===== src/rtl/countdown_timer.sv =====
// -----------------------------------------------------------------------------
// countdown_timer
//   MM:SS.cc BCD countdown timer with a load/run/pause/expire control FSM.
//   A prescaler divides clk down to one centisecond tick every CLOCK_COUNT+1
//   cycles while running; each tick decrements the six-digit BCD count.
//
// Ports
//   clk               system clock, all state changes on its rising edge
//   reset_n           asynchronous active-low reset
//   load              one-cycle pulse: latch (clamped) preset, go to PAUSED
//   start_stop        one-cycle pulse: toggle run/pause, acknowledge alarm
//   preset_*          BCD preset digits for MM:SS
//   tens_min..ones_ms current BCD count MM:SS.cc
//   running           high while counting down
//   alarm             high while expired
//   expired_pulse     one-cycle strobe on entry to the expired state
// -----------------------------------------------------------------------------
module countdown_timer #(
    parameter int CLOCK_COUNT = 1999999
) (
    input  logic       clk,
    input  logic       reset_n,
    input  logic       load,
    input  logic       start_stop,
    input  logic [3:0] preset_tens_min,
    input  logic [3:0] preset_ones_min,
    input  logic [3:0] preset_tens_sec,
    input  logic [3:0] preset_ones_sec,
    output logic [3:0] tens_min,
    output logic [3:0] ones_min,
    output logic [3:0] tens_sec,
    output logic [3:0] ones_sec,
    output logic [3:0] tens_ms,
    output logic [3:0] ones_ms,
    output logic       running,
    output logic       alarm,
    output logic       expired_pulse
);

    localparam int PW = (CLOCK_COUNT > 0) ? $clog2(CLOCK_COUNT + 1) : 1;
    localparam logic [PW-1:0] PRESC_TERM = PW'(CLOCK_COUNT);

    typedef enum logic [1:0] {
        ST_PAUSED  = 2'd0,
        ST_RUN     = 2'd1,
        ST_EXPIRED = 2'd2
    } state_t;

    state_t          state_q, state_d;
    logic [PW-1:0]   presc_q, presc_d;
    logic [3:0]      tm_q, om_q, ts_q, os_q, tc_q, oc_q;
    logic [3:0]      tm_d, om_d, ts_d, os_d, tc_d, oc_d;
    logic            pulse_q, pulse_d;

    // Decremented digits and the borrow chain feeding them.
    logic [3:0]      tm_dec, om_dec, ts_dec, os_dec, tc_dec, oc_dec;
    logic            b_oc, b_tc, b_os, b_ts, b_om;
    logic            tick;
    logic            count_zero;
    logic            count_one;

    function automatic logic [3:0] clamp(input logic [3:0] v, input logic [3:0] lim);
        return (v > lim) ? lim : v;
    endfunction

    always_comb begin
        b_oc   = (oc_q == 4'd0);
        oc_dec = b_oc ? 4'd9 : oc_q - 4'd1;
        b_tc   = b_oc && (tc_q == 4'd0);
        tc_dec = b_oc ? ((tc_q == 4'd0) ? 4'd9 : tc_q - 4'd1) : tc_q;
        b_os   = b_tc && (os_q == 4'd0);
        os_dec = b_tc ? ((os_q == 4'd0) ? 4'd9 : os_q - 4'd1) : os_q;
        b_ts   = b_os && (ts_q == 4'd0);
        ts_dec = b_os ? ((ts_q == 4'd0) ? 4'd5 : ts_q - 4'd1) : ts_q;
        b_om   = b_ts && (om_q == 4'd0);
        om_dec = b_ts ? ((om_q == 4'd0) ? 4'd9 : om_q - 4'd1) : om_q;
        // tens_min never wraps: a nonzero count always absorbs the borrow
        // earlier, and expiry stops the count at zero.
        tm_dec = (b_om && (tm_q != 4'd0)) ? tm_q - 4'd1 : tm_q;
    end

    assign count_zero = (tm_q == 4'd0) && (om_q == 4'd0) && (ts_q == 4'd0) &&
                        (os_q == 4'd0) && (tc_q == 4'd0) && (oc_q == 4'd0);
    assign count_one  = (tm_q == 4'd0) && (om_q == 4'd0) && (ts_q == 4'd0) &&
                        (os_q == 4'd0) && (tc_q == 4'd0) && (oc_q == 4'd1);
    assign tick       = (state_q == ST_RUN) && (presc_q == PRESC_TERM);

    always_comb begin
        state_d = state_q;
        presc_d = presc_q;
        tm_d    = tm_q;
        om_d    = om_q;
        ts_d    = ts_q;
        os_d    = os_q;
        tc_d    = tc_q;
        oc_d    = oc_q;
        pulse_d = 1'b0;

        if (load) begin
            // load dominates start_stop in every state
            tm_d    = clamp(preset_tens_min, 4'd5);
            om_d    = clamp(preset_ones_min, 4'd9);
            ts_d    = clamp(preset_tens_sec, 4'd5);
            os_d    = clamp(preset_ones_sec, 4'd9);
            tc_d    = 4'd0;
            oc_d    = 4'd0;
            presc_d = '0;
            state_d = ST_PAUSED;
        end else begin
            unique case (state_q)
                ST_PAUSED: begin
                    // prescaler keeps its phase so a resume finishes the partial tick
                    if (start_stop && !count_zero) begin
                        state_d = ST_RUN;
                    end
                end
                ST_RUN: begin
                    if (start_stop) begin
                        state_d = ST_PAUSED;
                    end else if (tick) begin
                        presc_d = '0;
                        tm_d    = tm_dec;
                        om_d    = om_dec;
                        ts_d    = ts_dec;
                        os_d    = os_dec;
                        tc_d    = tc_dec;
                        oc_d    = oc_dec;
                        if (count_one) begin
                            state_d = ST_EXPIRED;
                            pulse_d = 1'b1;
                        end
                    end else begin
                        presc_d = presc_q + 1'b1;
                    end
                end
                ST_EXPIRED: begin
                    if (start_stop) begin
                        state_d = ST_PAUSED;
                    end
                end
                default: begin
                    state_d = ST_PAUSED;
                end
            endcase
        end
    end

    always_ff @(posedge clk or negedge reset_n) begin
        if (!reset_n) begin
            state_q <= ST_PAUSED;
            presc_q <= '0;
            tm_q    <= 4'd0;
            om_q    <= 4'd0;
            ts_q    <= 4'd0;
            os_q    <= 4'd0;
            tc_q    <= 4'd0;
            oc_q    <= 4'd0;
            pulse_q <= 1'b0;
        end else begin
            state_q <= state_d;
            presc_q <= presc_d;
            tm_q    <= tm_d;
            om_q    <= om_d;
            ts_q    <= ts_d;
            os_q    <= os_d;
            tc_q    <= tc_d;
            oc_q    <= oc_d;
            pulse_q <= pulse_d;
        end
    end

    assign tens_min      = tm_q;
    assign ones_min      = om_q;
    assign tens_sec      = ts_q;
    assign ones_sec      = os_q;
    assign tens_ms       = tc_q;
    assign ones_ms       = oc_q;
    assign running       = (state_q == ST_RUN);
    assign alarm         = (state_q == ST_EXPIRED);
    assign expired_pulse = pulse_q;

endmodule

===== config.mk =====
export PLATFORM = sky130hd
export DESIGN_NAME = countdown_timer
export DESIGN_NICKNAME = d
export VERILOG_FILES = /design/src/rtl/countdown_timer.sv
export SDC_FILE = /design/constraint.sdc
export NUM_CORES = 1
export LEC_CHECK = 0
export CORE_AREA = 2 2 93 95
export CTS_CLUSTER_SIZE = 30
export DETAILED_ROUTE_END_ITERATION = 8
export DIE_AREA = 0 0 95 97
export SETUP_SLACK_MARGIN = 0.05
export SLEW_MARGIN = 0
export SYNTH_ARGS = -nofsm -noshare
export SYNTH_HDL_FRONTEND = slang
export SYNTH_SLANG_ARGS = --single-unit

===== constraint.sdc =====
create_clock -name clk -period 2.1 [get_ports clk]
set_input_delay 0.525 -clock clk [delete_from_list [all_inputs] [get_ports clk]]
set_output_delay 0.525 -clock clk [all_outputs]
set_load 0.02 [all_outputs]

# After elaboration in Yosys (flattened, before gate mapping)
# Cells that the tools add are included.
# Widths: inputs -> output; s select.
# op_classes
add_sub_neg	7
n_lt_le_gt_ge	4
eq_ne	9
n_mux	54
reduce_logical	37
# ops
op	n
$mux 4	38
$mux 21	4
$logic_not 4->1	6
$reduce_and 4->1	6
$sub 4x1->4 const B	6
$add 21x1->21 const B	1
$eq 21x21->1 const B	1
$reduce_bool 2->1	7
$logic_and 1x1->1	13
$mux 2	6
$gt 4x3->1 const B	2
$gt 4x4->1 const B	2
$ne 4x3->1 const B	2
$ne 3x3->1 const B	2
$pmux 2 s3	1
$mux 1	5
$eq 4x1->1 const B	1
$reduce_bool 4->1	1
$reduce_and 3->1	1
$eq 2x1->1 const B	1
$eq 2x2->1 const B	1
$logic_not 2->1	1
$ne 2x2->1 const B	1
$reduce_and 2->1	1
$logic_not 1->1	1
# totals
reg_bits	48
inputBits	20
out_inout_bits	27
elab_cells	120

# Longest topological paths before layout
# depth
ltp_word	11
ltp_mapped	7
ltp_nobuf	7

# Worst setup path before layout
# Ideal clock, no wire load.
# synth_path
kind	register -> register
startpoint	register tc_q[0] (netlist: tens_ms[0])
endpoint	register om_q[3] (netlist: ones_min[3])
setup_time_ns	0.082
arrival_ns	2.012
required_ns	2.018
setup_slack_ns	0.006
path_stages_with_launch	8
n_path_buf	0
period_less_slack_ns	2.094
cell_sequence	dfrtp_1 > inv_1 > ha_1 > nor3b_2 > nand4_1 > nand4b_2 > or3_1 > a31oi_1
# synth_via
elab_chain_cells	6
# synth_lines
item	line	text
from (decl)	51	logic [3:0] tm_q, om_q, ts_q, os_q, tc_q, oc_q;
from (signal assigned)	166	tc_q <= tc_d;
$logic_not 4->1	69	b_tc = b_oc && (tc_q == 4'd0);
$logic_and 1x1->1	69	
$logic_and 1x1->1	71	b_os = b_tc && (os_q == 4'd0);
$logic_and 1x1->1	73	b_ts = b_os && (ts_q == 4'd0);
$reduce_bool 2->1 (no source line)	n/a	
$reduce_and 4->1 (no source line)	n/a	
to (signal assigned)	163	om_q <= om_d;
to (decl)	51	
# Every way passes these cells.
# A chain may end at the register's enable or synchronous reset.

# Worst setup path in the final report
# layout_path
startpoint	register oc_q[0] (netlist: ones_ms[0])
endpoint	register ts_q[1] (netlist: tens_sec[1])
# layout_via
elab_chain_cells	5
# layout_lines
item	line	text
from (decl)	51	
from (signal assigned)	157	oc_q <= 4'd0;
from (signal assigned)	167	oc_q <= oc_d;
$logic_not 4->1	67	b_oc = (oc_q == 4'd0);
$logic_and 1x1->1	69	
$logic_and 1x1->1	71	
$reduce_bool 2->1 (no source line)	n/a	
$reduce_and 4->1 (no source line)	n/a	
to (signal assigned)	164	ts_q <= ts_d;
to (decl)	51	
# Every way passes these cells.

==> results.txt <==
From bottom edge to top edge, the die measures slightly below 100 µm. The number of input and output port buffers inserted is 46. In the layout the commonest cells are buf_4, dfrtp_1, clkdlybuf4s50_1. Entering global routing, the biggest net connects 42 pins. Between clock sinks in the finished design, the worst skew comes to about 0.011 ns. Summed over all instances, the cell type with the most area after synthesis is dfrtp_1. The analysis attributes to cell leakage a power of approximately 1.7 nW. The later-pin clock latency in the skew report is roughly 0.31 ns. The half-perimeter wire length after detailed placement came out at between 5 and 6 mm. The summed negative setup slack over all endpoints came out at 0 ns. The async set-reset flop share out of synthesis came out at 100%.

The count of final hold-check violations came out at 0. The number of iterations in the first detailed-routing pass is 4. The met1 track demand over resource in global routing is between 20% and 30%. In the global route stage, met2 resource usage came out at about a quarter. The count of synthesis-stage warnings from yosys came out at 0. The actual transition at the worst max-transition pin is 0.479 ns. Data on the critical path arrives at its endpoint at 2.21 ns. Once routing completed, OpenROAD measured the worst setup slack at 0.0906 ns.

The overall routed net length came out at between 7 and 8 mm. The mean post-synth cell area came out at between 9 and 10 µm². Counting I/O delays and the setup requirement, the final critical path takes 2.01 ns. In the finished design, the share of the clock period the worst path needs comes to between 90% and 100%. The most used flip-flop cell after synthesis is dfrtp_1. By area the synthesized netlist is led by dfrtp_1, xor2_1, nor2_1. The fraction of synthesized cell area taken by the top area cell type came out at between 40% and 50%. The largest vdd supply drop came out at about 0.00026 V. The maximum buffer depth of the clock tree is 2. In this run, distinct cell masters in the synthesized netlist total 56. Compared with the post-synthesis result, the final layout area differs by 41.4%. The first global-routing pass estimated 12.4 mm of wire. The via count of the first global-routing pass is ~2600. The floorplan has 33 rows. STA classifies the critical path endpoint as a flip-flop. Cells fill 49.0% of the core in the end.

The remaining antenna violation count is 0. The sequential element share of the synthesized area came out at a little over two fifths. The number of diodes came out at 0. The via count of the routed design came out at 2580. The horizontal extent of the die is between 90 and 100 µm. The synthesized area is 0.00282 mm². Setup repair after global routing could not meet its margin everywhere. The floorplan step defined a die boundary enclosing ~0.0092 mm². The post-placement worst setup slack came out at -0.447 ns. The detailed-route DRC error count is 0. The path class of the tightest hold or removal check is input pin to async pin. In this run the critical register-to-register path is captured at tens_sec[1]$_DFFE_PN0P_. TritonCTS built the clock tree.

The placer congestion estimate came out at just under 0.9. The clock-pin slew on the worst setup and hold paths is 0.09 ns. Dividing the detail-routed wire length by the instance count gives 14.5 µm. The count of boundary I/O pins is 47.

The net count of the finished layout is 425. The count of H-tree levels built during CTS is 2. The top achievable clock speed came out at about 0.5 GHz.

The number of antenna violations at the first check in global routing is 0. The global routing stage identified its most utilized layer as met2. In this run the tightest slew margin relative to its limit is between 60% and 70%. The library cell used most frequently in the layout, excluding fill and tap cells, is buf_4. The worst register-to-register path begins at ones_ms[0]$_DFFE_PN0P_. The non-filler instance count after layout is about 500. The met3 layer usage reported by global route is 2.41%.

The areal power density over the cells came out at around 490 mW/mm². The number of pins with negative max-slew slack in the final report is 0. The initial cell density of the core is approximately a third. The total congestion overflow is 0. The total power draw came out at 1.94 mW. The floorplan core area is 0.00813 mm². Across the run, the number of max-cap violations was 0.

The worst register-to-register path has a depth of 8. The clock sink count came out at 48. The number of clock buffers inserted by TritonCTS came out at 5. The slack of the worst reg-to-reg path came out at ~0.091 ns. In this run the worst path has a maximum fanout of 5. The number of storage elements in the synthesis netlist is 48.

The kind of launch point of the worst setup path is a flip-flop. The placed cell count is about 490. The synthesized netlist net count is between 300 and 400.

The total of endpoints with negative setup slack in the final report came out at 0. In this run the clock root is driven by a clkbuf_8. The post-cts hold buffer count is 0.

For this run, the total global-route usage over all layers was measured as around 17%. The synthesized instance count came out at around 300. At the worst endpoint, the required time is approximately 2.3 ns. Of the cells placed in the final design, the portion with a size suffix greater than 1 is between 20 and 25%. By startpoint and endpoint, the worst setup path is classified as flip-flop to flip-flop.

The number of enable flip-flop cells after synthesis came out at 0. The flow ran to the end, and the final reports show no timing, DRC or antenna violations. The number of vias per cell after detailed routing is 5.14.

For this block, the initial DRC count from the detailed router was 102.
-- flip-flops by register name, summed over array words and instances (netlist names) --
| signal | cells |
|---|---|
| state_q | 2 |
| tens_min | 4 |
| ones_ms | 4 |
| ones_min | 4 |
| presc_q | 21 |
| tens_sec | 4 |
| expired_pulse | 1 |
| ones_sec | 4 |
| tens_ms | 4 |
-- power breakdown --
part           internal, mW  switching, mW
Clock                 0.294          0.313
Combinational         0.174          0.175
Sequential            0.954         0.0332
Total                  1.42          0.521
-- layout make-up --
class	count	area, µm²
Clock buffer	7	96.3
Fill cell	780	4150
Multi-Input combinational cell	231	1620
Sequential cell	48	1200
Inverter	13	48.8
Tap cell	105	131
Timing Repair Buffer	98	888
-- synth_stat cells, types with 3 or more instances --
master	n
or3_1	6
o31ai_1	3
inv_1	13
and4_1	3
nor2b_1	6
ha_1	8
xor2_1	15
nor3_1	10
nor2_1	34
o21a_1	3
nand4_1	11
mux2i_1	3
a31oi_1	5
a211oi_1	9
nand2_1	21
o21ai_0	11
nand3_1	15
buf_2	3
xnor2_1	7
nand3b_1	4
and3_1	6
nor4_1	3
dfrtp_1	48
clkbuf_1	4
a21oi_1	13
-- per-layer routing --
layer	up-vias	part of all wire, %
li1	1279	-
met1	1260	48
met3	8	2.2
met2	33	49
met5	-	0
met4	0	1.3
-- worst max-delay path by stage --
stage / from / to / slack, ns / cells past startpoint
final: ones_ms[0]$_DFFE_PN0P_ / tens_sec[1]$_DFFE_PN0P_ / 0.09 / 8
after floorplan: start_stop / tens_ms[3]$_DFFE_PN0P_ / 0.04 / 6
after CTS: start_stop / tens_ms[3]$_DFFE_PN0P_ / 0.04 / 7
after detailed placement: start_stop / presc_q[18]$_DFFE_PN0P_ / -0.45 / 7
after global routing: presc_q[9]$_DFFE_PN0P_ / tens_ms[3]$_DFFE_PN0P_ / -0.0009 / 6
after global placement: start_stop / presc_q[18]$_DFFE_PN0P_ / -0.41 / 7
-- per-stage QoR --
step	hold slack [ns]	instance area [µm²]
floorplan	0.229	2830
global placement	0.395	3720
detailed placement	0.388	3720
CTS	0.0522	3870
global route	0.0585	3990
finish	0.0519	3990
-- what timing repair did --
action / CTS / global route
buffers inserted: 4 / 6
gates resized for setup: 9 / 19
pin swaps: 8 / 8
endpoints found under the setup margin: 26 / 19
-- worst max-delay path: stages, from the launching register on --
cell     delay [ns]
dfrtp_1        0.40
inv_2          0.10
ha_4           0.14
nor3b_4        0.28
buf_4          0.17
and3_1         0.20
nand3_1        0.11
or2_1          0.24
a32o_1         0.26
-- logic make-up after synthesis --
family,synth area share (%)
compound gates,13.4
xor+xnor,6.84
fa+ha+maj,3.55
buf+inv,3.33
flops,42.6
mux,1.46
simple gates,28.8
No activity file was read; power rests on OpenSTA's default activity.
